[src/rtl/serial_adder_pkg.sv]
// Shared definitions for the bit-serial adder sequencer: FSM encoding and default operand width.
package serial_adder_pkg;

    localparam int unsigned DEFAULT_W = 8;

    typedef enum logic [1:0] {
        IDLE  = 2'd0,
        SHIFT = 2'd1,
        DONE  = 2'd2
    } state_e;

endpackage

[src/rtl/full_adder.sv]
// One-bit full adder; the only arithmetic element of the serial adder datapath.
module full_adder (
    input  logic a,
    input  logic b,
    input  logic c,
    output logic sum,
    output logic carry
);

    assign sum   = a ^ b ^ c;
    assign carry = (a & b) | (c & (a ^ b));

endmodule

[src/rtl/serial_adder_ctrl.sv]
// Bit-serial W-bit adder: operands are shifted LSB-first through one shared full_adder.
// Optional signed-overflow output is enabled with SERIAL_ADD_OVF_EN.
module serial_adder_ctrl
    import serial_adder_pkg::*;
#(
    parameter int unsigned W = DEFAULT_W
) (
    input  logic         clk,
    input  logic         rst,
    input  logic         start,
    input  logic [W-1:0] a,
    input  logic [W-1:0] b,
    input  logic         cin,
    output logic         busy,
    output logic         done,
    output logic [W-1:0] sum,
    output logic         cout
`ifdef SERIAL_ADD_OVF_EN
    ,
    output logic         ovf
`endif
);

    localparam int unsigned CNT_W = $clog2(W + 1);

    state_e             state_q, state_d;
    logic [W-1:0]       a_sh_q, a_sh_d;
    logic [W-1:0]       b_sh_q, b_sh_d;
    logic [W-1:0]       sum_sh_q, sum_sh_d;
    logic               carry_q, carry_d;
    logic [CNT_W-1:0]   cnt_q, cnt_d;
    logic [W-1:0]       sum_q, sum_d;
    logic               cout_q, cout_d;
    logic               busy_q, busy_d;
    logic               done_q, done_d;
`ifdef SERIAL_ADD_OVF_EN
    logic               ovf_q, ovf_d;
`endif

    logic fa_sum;
    logic fa_carry;

    full_adder u_full_adder (
        .a     (a_sh_q[0]),
        .b     (b_sh_q[0]),
        .c     (carry_q),
        .sum   (fa_sum),
        .carry (fa_carry)
    );

    // Next-state and datapath control; IDLE and DONE accept a start identically.
    always_comb begin
        state_d  = state_q;
        a_sh_d   = a_sh_q;
        b_sh_d   = b_sh_q;
        sum_sh_d = sum_sh_q;
        carry_d  = carry_q;
        cnt_d    = cnt_q;
        sum_d    = sum_q;
        cout_d   = cout_q;
        busy_d   = 1'b0;
        done_d   = 1'b0;
`ifdef SERIAL_ADD_OVF_EN
        ovf_d    = ovf_q;
`endif
        unique case (state_q)
            IDLE, DONE: begin
                if (start) begin
                    a_sh_d  = a;
                    b_sh_d  = b;
                    carry_d = cin;
                    cnt_d   = '0;
                    state_d = SHIFT;
                    busy_d  = 1'b1;
                end else begin
                    state_d = IDLE;
                end
            end
            SHIFT: begin
                a_sh_d   = a_sh_q >> 1;
                b_sh_d   = b_sh_q >> 1;
                sum_sh_d = (sum_sh_q >> 1) | (W'(fa_sum) << (W - 1));
                carry_d  = fa_carry;
                cnt_d    = cnt_q + CNT_W'(1);
                if (cnt_q == CNT_W'(W - 1)) begin
                    state_d = DONE;
                    done_d  = 1'b1;
                    sum_d   = sum_sh_d;
                    cout_d  = fa_carry;
`ifdef SERIAL_ADD_OVF_EN
                    // Carry into the MSB is the carry register on the final bit.
                    ovf_d   = carry_q ^ fa_carry;
`endif
                end else begin
                    busy_d = 1'b1;
                end
            end
            default: begin
                state_d = IDLE;
            end
        endcase
    end

    always_ff @(posedge clk) begin
        if (rst) begin
            state_q  <= IDLE;
            a_sh_q   <= '0;
            b_sh_q   <= '0;
            sum_sh_q <= '0;
            carry_q  <= 1'b0;
            cnt_q    <= '0;
            sum_q    <= '0;
            cout_q   <= 1'b0;
            busy_q   <= 1'b0;
            done_q   <= 1'b0;
`ifdef SERIAL_ADD_OVF_EN
            ovf_q    <= 1'b0;
`endif
        end else begin
            state_q  <= state_d;
            a_sh_q   <= a_sh_d;
            b_sh_q   <= b_sh_d;
            sum_sh_q <= sum_sh_d;
            carry_q  <= carry_d;
            cnt_q    <= cnt_d;
            sum_q    <= sum_d;
            cout_q   <= cout_d;
            busy_q   <= busy_d;
            done_q   <= done_d;
`ifdef SERIAL_ADD_OVF_EN
            ovf_q    <= ovf_d;
`endif
        end
    end

    assign busy = busy_q;
    assign done = done_q;
    assign sum  = sum_q;
    assign cout = cout_q;
`ifdef SERIAL_ADD_OVF_EN
    assign ovf  = ovf_q;
`endif

endmodule

[config.mk]
export PLATFORM = sky130hd
export DESIGN_NAME = serial_adder_ctrl
export DESIGN_NICKNAME = d
export VERILOG_FILES = /design/src/rtl/serial_adder_pkg.sv /design/src/rtl/full_adder.sv /design/src/rtl/serial_adder_ctrl.sv
export SDC_FILE = /design/constraint.sdc
export NUM_CORES = 1
export LEC_CHECK = 0
export BUFFER_PORTS_ARGS = -buffer_cell sky130_fd_sc_hd__clkbuf_2
export CORE_UTILIZATION = 51
export CTS_BUF_LIST = sky130_fd_sc_hd__clkbuf_8
export CTS_CLUSTER_SIZE = 24
export DETAILED_ROUTE_END_ITERATION = 10
export GPL_TIMING_DRIVEN = 1
export HOLD_SLACK_MARGIN = 0.06
export PLACE_DENSITY = 0.86
export SYNTH_ARGS = -nofsm -noshare
export SYNTH_HDL_FRONTEND = slang
export SYNTH_SLANG_ARGS = --single-unit
[constraint.sdc]
create_clock -name clk -period 1.1 [get_ports clk]
set_input_delay 0.165 -clock clk [delete_from_list [all_inputs] [get_ports clk]]
set_output_delay 0.165 -clock clk [all_outputs]
set_load 0.02 [all_outputs]
==> flow_results.org, run 1 <==
** Pwr
- Sequential share of power :: 54.0%
- Internal power contribution :: 0.002180 W
- Combinational cells account for 15.3% of the total power.
- Maximum vdd ir drop :: 915.2 µV
- In this run, the clock network consumes 30.7% of the power.
- Final Power :: 0.002941 W
- Power Dens Cells :: 1297 nW/µm²
- For this design the static power due to leakage is 0.9241 nW.
- Summed over all nets, the switching power comes to 0.0007610 W.
- Switching share of power :: 25.87%

** Critical path
- Critical Path Fanout Max :: 2
- Arrival time at the worst endpoint :: 1.39 ns
- Critical Path Start Type :: register
- Slowest-stage cell, CP :: sky130_fd_sc_hd__fa_1
- For this run, the slowest stage of the critical path takes 0.55 ns.
- Data required, critical path :: 1.31 ns
- The startpoint identified for the worst register-to-register timing path is carry_q$_SDFFE_PP0P_.
- Worst flop-to-flop path endpoint :: sum[7]$_SDFFE_PP0P_
- The worst register-to-register path has a setup slack of -0.07 ns.
- Critical path type :: register to register
- The signal on the critical path passes through fa_1 -> nand2b_1 -> mux2i_1.
- The number of cells on the worst reg-to-reg path is 3.
- The worst setup path is captured at a register.

** Global route
- In the global route stage, overall resource usage came out at 21.41%.
- Global routing finished with a remaining overflow of 0.
- The first global-routing pass estimated 5.630 mm of wire.
- Number of antenna violations at the first check in global routing :: 0
- Entering global routing, the biggest net connects 26 pins.
- The via count of the first global-routing pass came to 1303.

** Worst hold path
- Hold Path End :: a_sh_q[7]$_SDFFE_PP0P_
- The startpoint identified for the worst hold timing path is a[7].
- Count of cells along the worst hold path :: 3
- Path category of the worst min-delay check :: input port to register

** Place
- Summed over all nets, the half-perimeter wirelength after detailed placement is 2.079 mm.
- In this run the tool buffered the top-level ports with 30 buffer cells.
- Routability-driven placement finished with a final weighted congestion of 0.7269.

** Layout
- Signed area change from the synthesized netlist to the final layout :: 32.24%
- At the end of the flow, the number of nets in the layout was 243.
- The number of antenna diodes in the final layout is 0.
- Share of final-layout standard cells stronger than drive strength 1 :: 41.82%
- Counting the fill cells in the layout gives 242.

** Timing
- Post-route fraction of the period consumed by the critical path :: 106.7%
- Final Hold Viols :: 0
- Worst setup margin :: -0.07339 ns
- Tmin final :: 1.173 ns
- Setup violations remaining at the end of the flow were counted as 14.
- Unrepaired setup endpoints after global routing :: true
- Derived from the worst setup path, the maximum achievable clock frequency is 852.2 MHz.
- Headroom to the max-slew limit came out at 86.17%.
- The total count of max-transition violations in the final report was 0.
- Across the routed clock network, the largest skew measured is 0.007965 ns.
- Worst slew pin tran :: 0.2074 ns
- Total negative slack :: -0.2678 ns

** Synth
- In this run, synthesis produced a sequential element count of 41.
- The number of nets handed over by synthesis was 203.
- Library cells used by synthesis :: 24
- Synthesized cell area :: 1715 µm²
- Warning count from the yosys run :: 0
- Share of synthesized area occupied by flip-flops and latches :: 47.85%
- Average footprint of a synthesized cell :: 9.477 µm²
- Post-synthesis cell count :: 181

** Route
- For this block, the initial DRC count from the detailed router was 50.
- Using the TritonRoute via totals, the vias-per-cell ratio works out to 5.379.
- Average wire per standard cell :: 13.75 µm
- Vias :: 1420
- Total detailed-routing wirelength :: 3.631 mm
- Initial DRT Pass Iterations :: 4
- DRT antenna net count :: 0
- DRC violations left :: 0

** Floorplanning
- CORE AREA :: 3128 µm²
- Area enclosed by the die boundary :: 3599 µm²
- The initial utilization of the core area, before any placement, comes to 54.84%.
- Vertical die dimension :: 60.00 µm
- Cell row count :: 20
- Die Wd :: 60.00 µm
- Num ports :: 31

** Run status
- The run finished, with violations left.
- The checks that failed: negative setup slack.

** Clock tree
- The longest clock path from root to sink contains 2 buffers.
- TritonCTS built the clock tree.
- Clock slew at reported path FFs :: 0.07 ns
- Clock buffer count from CTS :: 5
- The clock drives 41 sinks.
- Clk_lat worst skew :: 0.29 ns
- H-tree levels :: 2
- The cell sitting at the root of the clock tree is a sky130_fd_sc_hd__clkbuf_8.

** Flow run
- The tool flagged a number of max-cap violations equal to 0.
-- registers in the layout, summed over array words and instances, names as in the netlist --
name      count
sum           8
busy          1
sum_sh_q      7
done          1
b_sh_q        8
carry_q       1
cnt_q         4
cout          1
state_q       2
a_sh_q        8
-- synth_stat cells --
library cell	count	area share, %
sky130_fd_sc_hd__a21oi_1	28	8.2
sky130_fd_sc_hd__nor2b_1	1	0.36
sky130_fd_sc_hd__nor2_1	3	0.66
sky130_fd_sc_hd__mux2_4	1	0.88
sky130_fd_sc_hd__nand2_1	17	3.7
sky130_fd_sc_hd__a22oi_1	15	6.6
sky130_fd_sc_hd__mux2_1	1	0.66
sky130_fd_sc_hd__ha_1	1	0.73
sky130_fd_sc_hd__mux2i_1	9	5.3
sky130_fd_sc_hd__nor3_1	2	0.58
sky130_fd_sc_hd__nor2_8	1	1.2
sky130_fd_sc_hd__clkbuf_1	3	0.66
sky130_fd_sc_hd__nand4_1	1	0.36
sky130_fd_sc_hd__nand2b_1	21	7.7
sky130_fd_sc_hd__and2b_1	1	0.44
sky130_fd_sc_hd__nand3b_2	1	0.66
sky130_fd_sc_hd__buf_4	3	1.3
sky130_fd_sc_hd__nor3b_1	1	0.44
sky130_fd_sc_hd__fa_1	1	1.2
sky130_fd_sc_hd__dfxtp_1	41	48
sky130_fd_sc_hd__nand3_1	19	5.5
sky130_fd_sc_hd__buf_6	5	3.3
sky130_fd_sc_hd__buf_2	4	1.2
sky130_fd_sc_hd__a211oi_2	1	0.73
-- routing by layer --
metal / global-route usage [%] / up-vias / share of wire, %
met5: 0 / - / 0
met4: 8.306 / 0 / 1.6
met3: 5.628 / 9 / 3.8
met2: 36.98 / 38 / 52
met1: 25.13 / 663 / 42
li1: - / 710 / -
-- cell usage in the layout (no fill, tap or decap), types with 2 or more instances in the layout --
| cell type | count |
|---|---|
| sky130_fd_sc_hd__nand2b_1 | 20 |
| sky130_fd_sc_hd__buf_6 | 6 |
| sky130_fd_sc_hd__nand3_1 | 19 |
| sky130_fd_sc_hd__nand2_4 | 4 |
| sky130_fd_sc_hd__a22oi_2 | 15 |
| sky130_fd_sc_hd__clkbuf_8 | 5 |
| sky130_fd_sc_hd__a21oi_2 | 4 |
| sky130_fd_sc_hd__nor2_1 | 3 |
| sky130_fd_sc_hd__mux2i_1 | 9 |
| sky130_fd_sc_hd__mux2_4 | 2 |
| sky130_fd_sc_hd__dfxtp_2 | 5 |
| sky130_fd_sc_hd__dfxtp_1 | 35 |
| sky130_fd_sc_hd__nor3_1 | 2 |
| sky130_fd_sc_hd__nand2_1 | 13 |
| sky130_fd_sc_hd__buf_4 | 7 |
| sky130_fd_sc_hd__clkbuf_2 | 30 |
| sky130_fd_sc_hd__buf_12 | 4 |
| sky130_fd_sc_hd__a21oi_1 | 24 |
-- logic make-up (layout without fill, tap and decap cells) --
family,Yosys count,in the layout,synth area share (%)
and+or+nand+nor,68,69,21.59
AOI/OAI and AO/OA,44,44,15.46
DFF,41,41,47.85
buffers and inverters,15,53,6.418
muxes,11,11,6.783
adders and majority gates,2,2,1.896
-- worst max-delay path: cells and delay by family, from the launching register on --
kind | cells | cell delay, ns
mux | 1 | 0.15
flops | 1 | 0.33
simple gates | 1 | 0.06
fa+ha+maj | 1 | 0.55
-- timing repair --
| item | 4_1_cts | 5_1_grt |
|---|---|---|
| resized for setup | 27 | 22 |
| setup endpoints to repair | 28 | 38 |
| buffers inserted | 3 | 1 |
| hold buffers | 0 | 0 |
| cloned | 2 | 0 |
| pin swaps | 27 | 10 |
-- how the worst max path moves through the flow --
stage                                        from                    end
after global placement      cnt_q[1]$_SDFFE_PP0P_      cout$_SDFFE_PP0P_
after detailed placement    cnt_q[0]$_SDFFE_PP0P_    sum[7]$_SDFFE_PP0P_
after CTS                    carry_q$_SDFFE_PP0P_    sum[7]$_SDFFE_PP0P_
after global routing         carry_q$_SDFFE_PP0P_    sum[7]$_SDFFE_PP0P_
final                        carry_q$_SDFFE_PP0P_    sum[7]$_SDFFE_PP0P_
after floorplan           state_q[1]$_SDFFE_PP0P_  cnt_q[3]$_SDFFE_PP0P_
-- stage by stage --
step	setup slack (ns)	std cells	hold slack, ns	instance area, µm²	util [%]
2_1_floorplan	-0.00002209	181	0.3010	1729	-
3_5_place_dp	-0.08042	252	0.4016	1939	62.00
6_report	-0.07339	264	0.09826	2268	72.52
4_1_cts	-0.08377	263	0.09857	2181	69.72
3_3_place_gp	-0.03216	252	0.3911	1939	62.00
5_1_grt	-0.08971	264	0.09758	2268	72.52
-- cell type report --
type / count / area (µm²) / area share, %
clock buffers: 5 / 68.82 / 3.034
clock inverters: 1 / 5.005 / 0.2206
multi-input cells: 126 / 958.4 / 42.25
flip-flops and latches: 41 / 830.8 / 36.62
well taps: 44 / 55.05 / 2.427
repair buffers: 47 / 350.3 / 15.44
-- power groups by stage --
| stage | logic, W | registers [W] | clock network (W) |
|---|---|---|---|
| after detailed placement | 0.000331 | 0.00161 | 0 |
| after global placement | 0.000329 | 0.00160 | 0 |
| after CTS | 0.000407 | 0.00158 | 0.000913 |
| final | 0.000451 | 0.00159 | 0.000902 |
| after floorplan | 0.000235 | 0.00161 | 0 |
| after global routing | 0.000483 | 0.00160 | 0.00101 |
(Power assumes the default switching activity.)
==> inputs of run 2 (changes only) <==
==> constraint.sdc (replaced) <==
create_clock -name clk -period 1.1 [get_ports clk]
set_input_delay 0.22 -clock clk [delete_from_list [all_inputs] [get_ports clk]]
set_output_delay 0.22 -clock clk [all_outputs]
set_load 0.02 [all_outputs]
==> run 2 against run 1 <==
The flow still finishes with violations (negative setup slack). Cell area grew 0.94%. Critical path depth is the same. Non-clock buffer count grew 1. Combinational power shrank 1%. Critical path type unchanged.
==> flow_results.org, run 2 (synthesized netlist as in run 1, its figures left out) <==
** Worst hold path
- The startpoint of the most critical hold path is b[7] (was a[7]).
- Path category of the worst min-delay check :: input port to register (unchanged)
- Count of cells along the worst hold path :: 3 (unchanged)
- Hold Path End :: b_sh_q[7]$_SDFFE_PP0P_ (was a_sh_q[7]$_SDFFE_PP0P_)

** Layout
- The area added between synthesis and finish came to 33.48% (was 32.24%).
- Share of final-layout standard cells stronger than drive strength 1 :: 41.70% (was 41.82%)
- Filler cell count in the final layout :: 233 (was 242)
- Flip-flop and latch area :: 830.8 µm² (unchanged)
- The number of nets in the layout was 244 (was 243).
- Commonest non-fill, non-tap cells in the layout: sky130_fd_sc_hd__dfxtp_1, sky130_fd_sc_hd__clkbuf_2, sky130_fd_sc_hd__a21oi_1, sky130_fd_sc_hd__nand3_1, sky130_fd_sc_hd__nand2b_1 (was sky130_fd_sc_hd__dfxtp_1, sky130_fd_sc_hd__clkbuf_2, sky130_fd_sc_hd__a21oi_1, sky130_fd_sc_hd__nand2b_1, sky130_fd_sc_hd__nand3_1).
- Post-route cell area :: 2290 µm² (was 2268 µm²)
- Most frequent standard cell in the layout excluding fill and tap cells :: sky130_fd_sc_hd__dfxtp_1 (unchanged)
- Number of diodes added for antenna fixing :: 0 (unchanged)
- The footprint of the multi-input gates came to 934.6 µm² (was 958.4 µm²).

** Critical path
- Worst reg2reg setup slack :: -0.08 ns (was -0.07 ns)
- The number of cells traversed by the worst register-to-register path is 3 (unchanged).
- Startpoint of the worst setup timing path :: state_q[1]$_SDFFE_PP0P_ (was carry_q$_SDFFE_PP0P_)
- Critical path type :: register to register (unchanged)
- Critical Path Fanout Max :: 5 (was 2)
- Critical path endpoint category :: register (unchanged)
- The startpoint type of the worst setup path is a register (unchanged).
- The data required time of the worst path was 1.29 ns (was 1.31 ns).
- Slowest-stage cell, CP :: sky130_fd_sc_hd__dfxtp_2 (was sky130_fd_sc_hd__fa_1)
- The maximum single-stage delay on the critical path was 0.33 ns (was 0.55 ns).
- The source of the worst register-to-register timing path is state_q[1]$_SDFFE_PP0P_ (was carry_q$_SDFFE_PP0P_).
- The critical path arrival is 1.36 ns (was 1.39 ns).
- The endpoint of the worst-slack reg-to-reg timing path is cnt_q[3]$_SDFFE_PP0P_ (was sum[7]$_SDFFE_PP0P_).
- CP Cell Sequence: and2b_4 -> nand4_1 -> mux2_4 (was fa_1 -> nand2b_1 -> mux2i_1).

** Clock tree
- Sinks on the clock net :: 41 (unchanged)
- The count of hold-fix buffers inserted at cts came to 0 (unchanged).
- H-tree levels :: 2 (unchanged)
- CTS root buffer :: sky130_fd_sc_hd__clkbuf_8 (unchanged)
- The TritonCTS clock tree is done (unchanged).
- Clk_lat worst skew :: 0.29 ns (about the same)
- The largest buffer count on any clock path is 2 (unchanged).
- The clock slew seen by the registers of the worst setup and hold paths is 0.08 ns (was 0.07 ns).
- Clock buffer count from CTS :: 5 (unchanged)

** Route
- The via count came to 1408 (was 1420).
- The remaining design rule violation count was 0 (unchanged).
- Initial DRT Pass Iterations :: 4 (unchanged)
- Total detailed-routing wirelength :: 3.516 mm (was 3.631 mm)
- The per-cell routed wire length is 13.17 µm (was 13.75 µm).
- The mean number of vias per cell was 5.273 (was 5.379).
- The count of antenna-violating nets left after detailed routing came to 0 (unchanged).
- Violation count after the first detailed-route iteration :: 61 (was 50)

** Global route
- The met1 demand-to-capacity share in global routing is 27.99% (was 25.13%).
- The initial antenna violation count was 0 (unchanged).
- Layer with the highest usage after global routing :: met2 (unchanged)
- Via count of the first global-routing pass :: 1301 (was 1303)
- The global routing usage on met3 was 4.329% (was 5.628%).
- The wire length of the first global-routing pass came to 5.796 mm (was 5.630 mm).
- M2 GR Usage :: 35.40% (was 36.98%)
- The pin count of the biggest net entering global routing came to 26 (unchanged).
- The all-layer global routing usage came to 21.60% (was 21.41%).
- Leftover overflow at the end of global routing :: 0 (unchanged)

** Timing
- Setup violation total in the final timing report :: 12 (was 14)
- The setup skew after layout came to 0.009115 ns (was 0.007965 ns).
- Unrepaired setup endpoints after global routing: true (unchanged).
- Max-slew violation count :: 0 (unchanged)
- The post-route clock period utilization is 106.8% (was 106.7%).
- The post-layout worst setup margin was -0.07530 ns (was -0.07339 ns).
- The hold violation count in the final report was 0 (unchanged).
- Tmin final :: 1.175 ns (was 1.173 ns)
- The worst-case headroom to the max-slew limit is 82.33% (was 86.17%).
- The maximum achievable frequency came to 850.8 MHz (was 852.2 MHz).
- Worst slew pin tran :: 0.2651 ns (was 0.2074 ns)

** Floorplanning
- Area enclosed by the die boundary :: 3599 µm² (unchanged)
- The floorplan die width is 60.00 µm (unchanged).
- CORE AREA :: 3128 µm² (unchanged)
- The total number of placement rows was 20 (unchanged).
- Vertical die dimension :: 60.00 µm (unchanged)
- The top-level port count was 31 (unchanged).
- The effective utilization at floorplan is 54.84% (unchanged).

** Run status
- Run status: complete, but fails checks (unchanged).
- Violated checks: negative setup slack (unchanged).

** Place
- Total of buffers placed on input and output ports :: 30 (unchanged)
- RD Place Congestion :: 0.7584 (was 0.7269)
- Detailed Place HPWL :: 2.338 mm (was 2.079 mm)
- The post-placement cell area was 1969 µm² (was 1939 µm²).

** Flow run
- The number of maximum-capacitance violations came to 0 (unchanged).

** Pwr
- The highest ir drop seen on vdd came to 1044 µV (was 915.2 µV).
- The overall power of the completed layout is 0.003252 W (was 0.002941 W).
- Power Dens Cells :: 1420 nW/µm² (was 1297 nW/µm²)
- The standby leakage power is 0.8966 nW (was 0.9241 nW).
run 2: cell types whose count changed in the layout (fill, tap and decap cells not counted), moves of 2 or more:
cell and change:
sky130_fd_sc_hd__buf_4 +3, sky130_fd_sc_hd__buf_8 +3, sky130_fd_sc_hd__buf_6 -4, sky130_fd_sc_hd__nor3_1 -2
sky130_fd_sc_hd__nand2_1 +4, sky130_fd_sc_hd__nand2_4 -4, sky130_fd_sc_hd__nor3_2 +2
run 2: layout make-up:
cell class / count / share of cell area (%)
multi-input cells: 126 / 40.82
flip-flops and latches: 41 / 36.28
repair buffers: 48 / 15.41
clock buffers: 6 / 3.607
well taps: 44 / 2.404
clock inverters: 2 / 1.475
run 2: how the worst max path moves through the flow:
stage               cells after the start  slack, ns               endpoint
finish                                  3      -0.08  cnt_q[3]$_SDFFE_PP0P_
global route                            3      -0.13    sum[7]$_SDFFE_PP0P_
CTS                                     3      -0.07    sum[7]$_SDFFE_PP0P_
detailed placement                      4      -0.09    sum[7]$_SDFFE_PP0P_
global placement                        4      -0.02    sum[0]$_SDFFE_PP0P_
floorplan                               4   -0.00002  cnt_q[3]$_SDFFE_PP0P_
run 2: power by group:
group          total (W)  switching (W)  internal, W
logic           0.000446       0.000225     0.000220
clock network    0.00122       0.000492     0.000730
registers        0.00158      0.0000417      0.00154
total            0.00325       0.000759      0.00249
run 2: per-stage QoR:
step	cells	setup TNS [ns]	utilization [%]	setup WS (ns)	hold slack (ns)
floorplan	181	-0.00002209	-	-0.00002209	0.3560
global placement	256	-0.2884	62.96	-0.02459	0.4434
detailed placement	256	-1.364	62.96	-0.08644	0.4543
CTS	266	-0.3978	70.92	-0.06867	0.1469
global route	267	-1.082	73.20	-0.1277	0.1515
finish	267	-0.4153	73.20	-0.07530	0.1519
run 2: routing by layer:
layer	part of all wire [%]	up-vias
met1	44	655
li1	-	712
met5	0	-
met2	51	36
met4	0.88	0
met3	4.3	5
run 2: repair_timing:
item | CTS | global route
endpoints found under the setup margin | 36 | 35
pin swaps | 24 | 11
cloned | 1 | 0
gates resized for setup | 27 | 18
buffers inserted | 1 | 1
run 2: worst max-delay path, delay by kind of cell (launching register included):
kind | cells | cell delay [ns]
DFF | 1 | 0.33
muxes | 1 | 0.31
and+or+nand+nor | 2 | 0.44
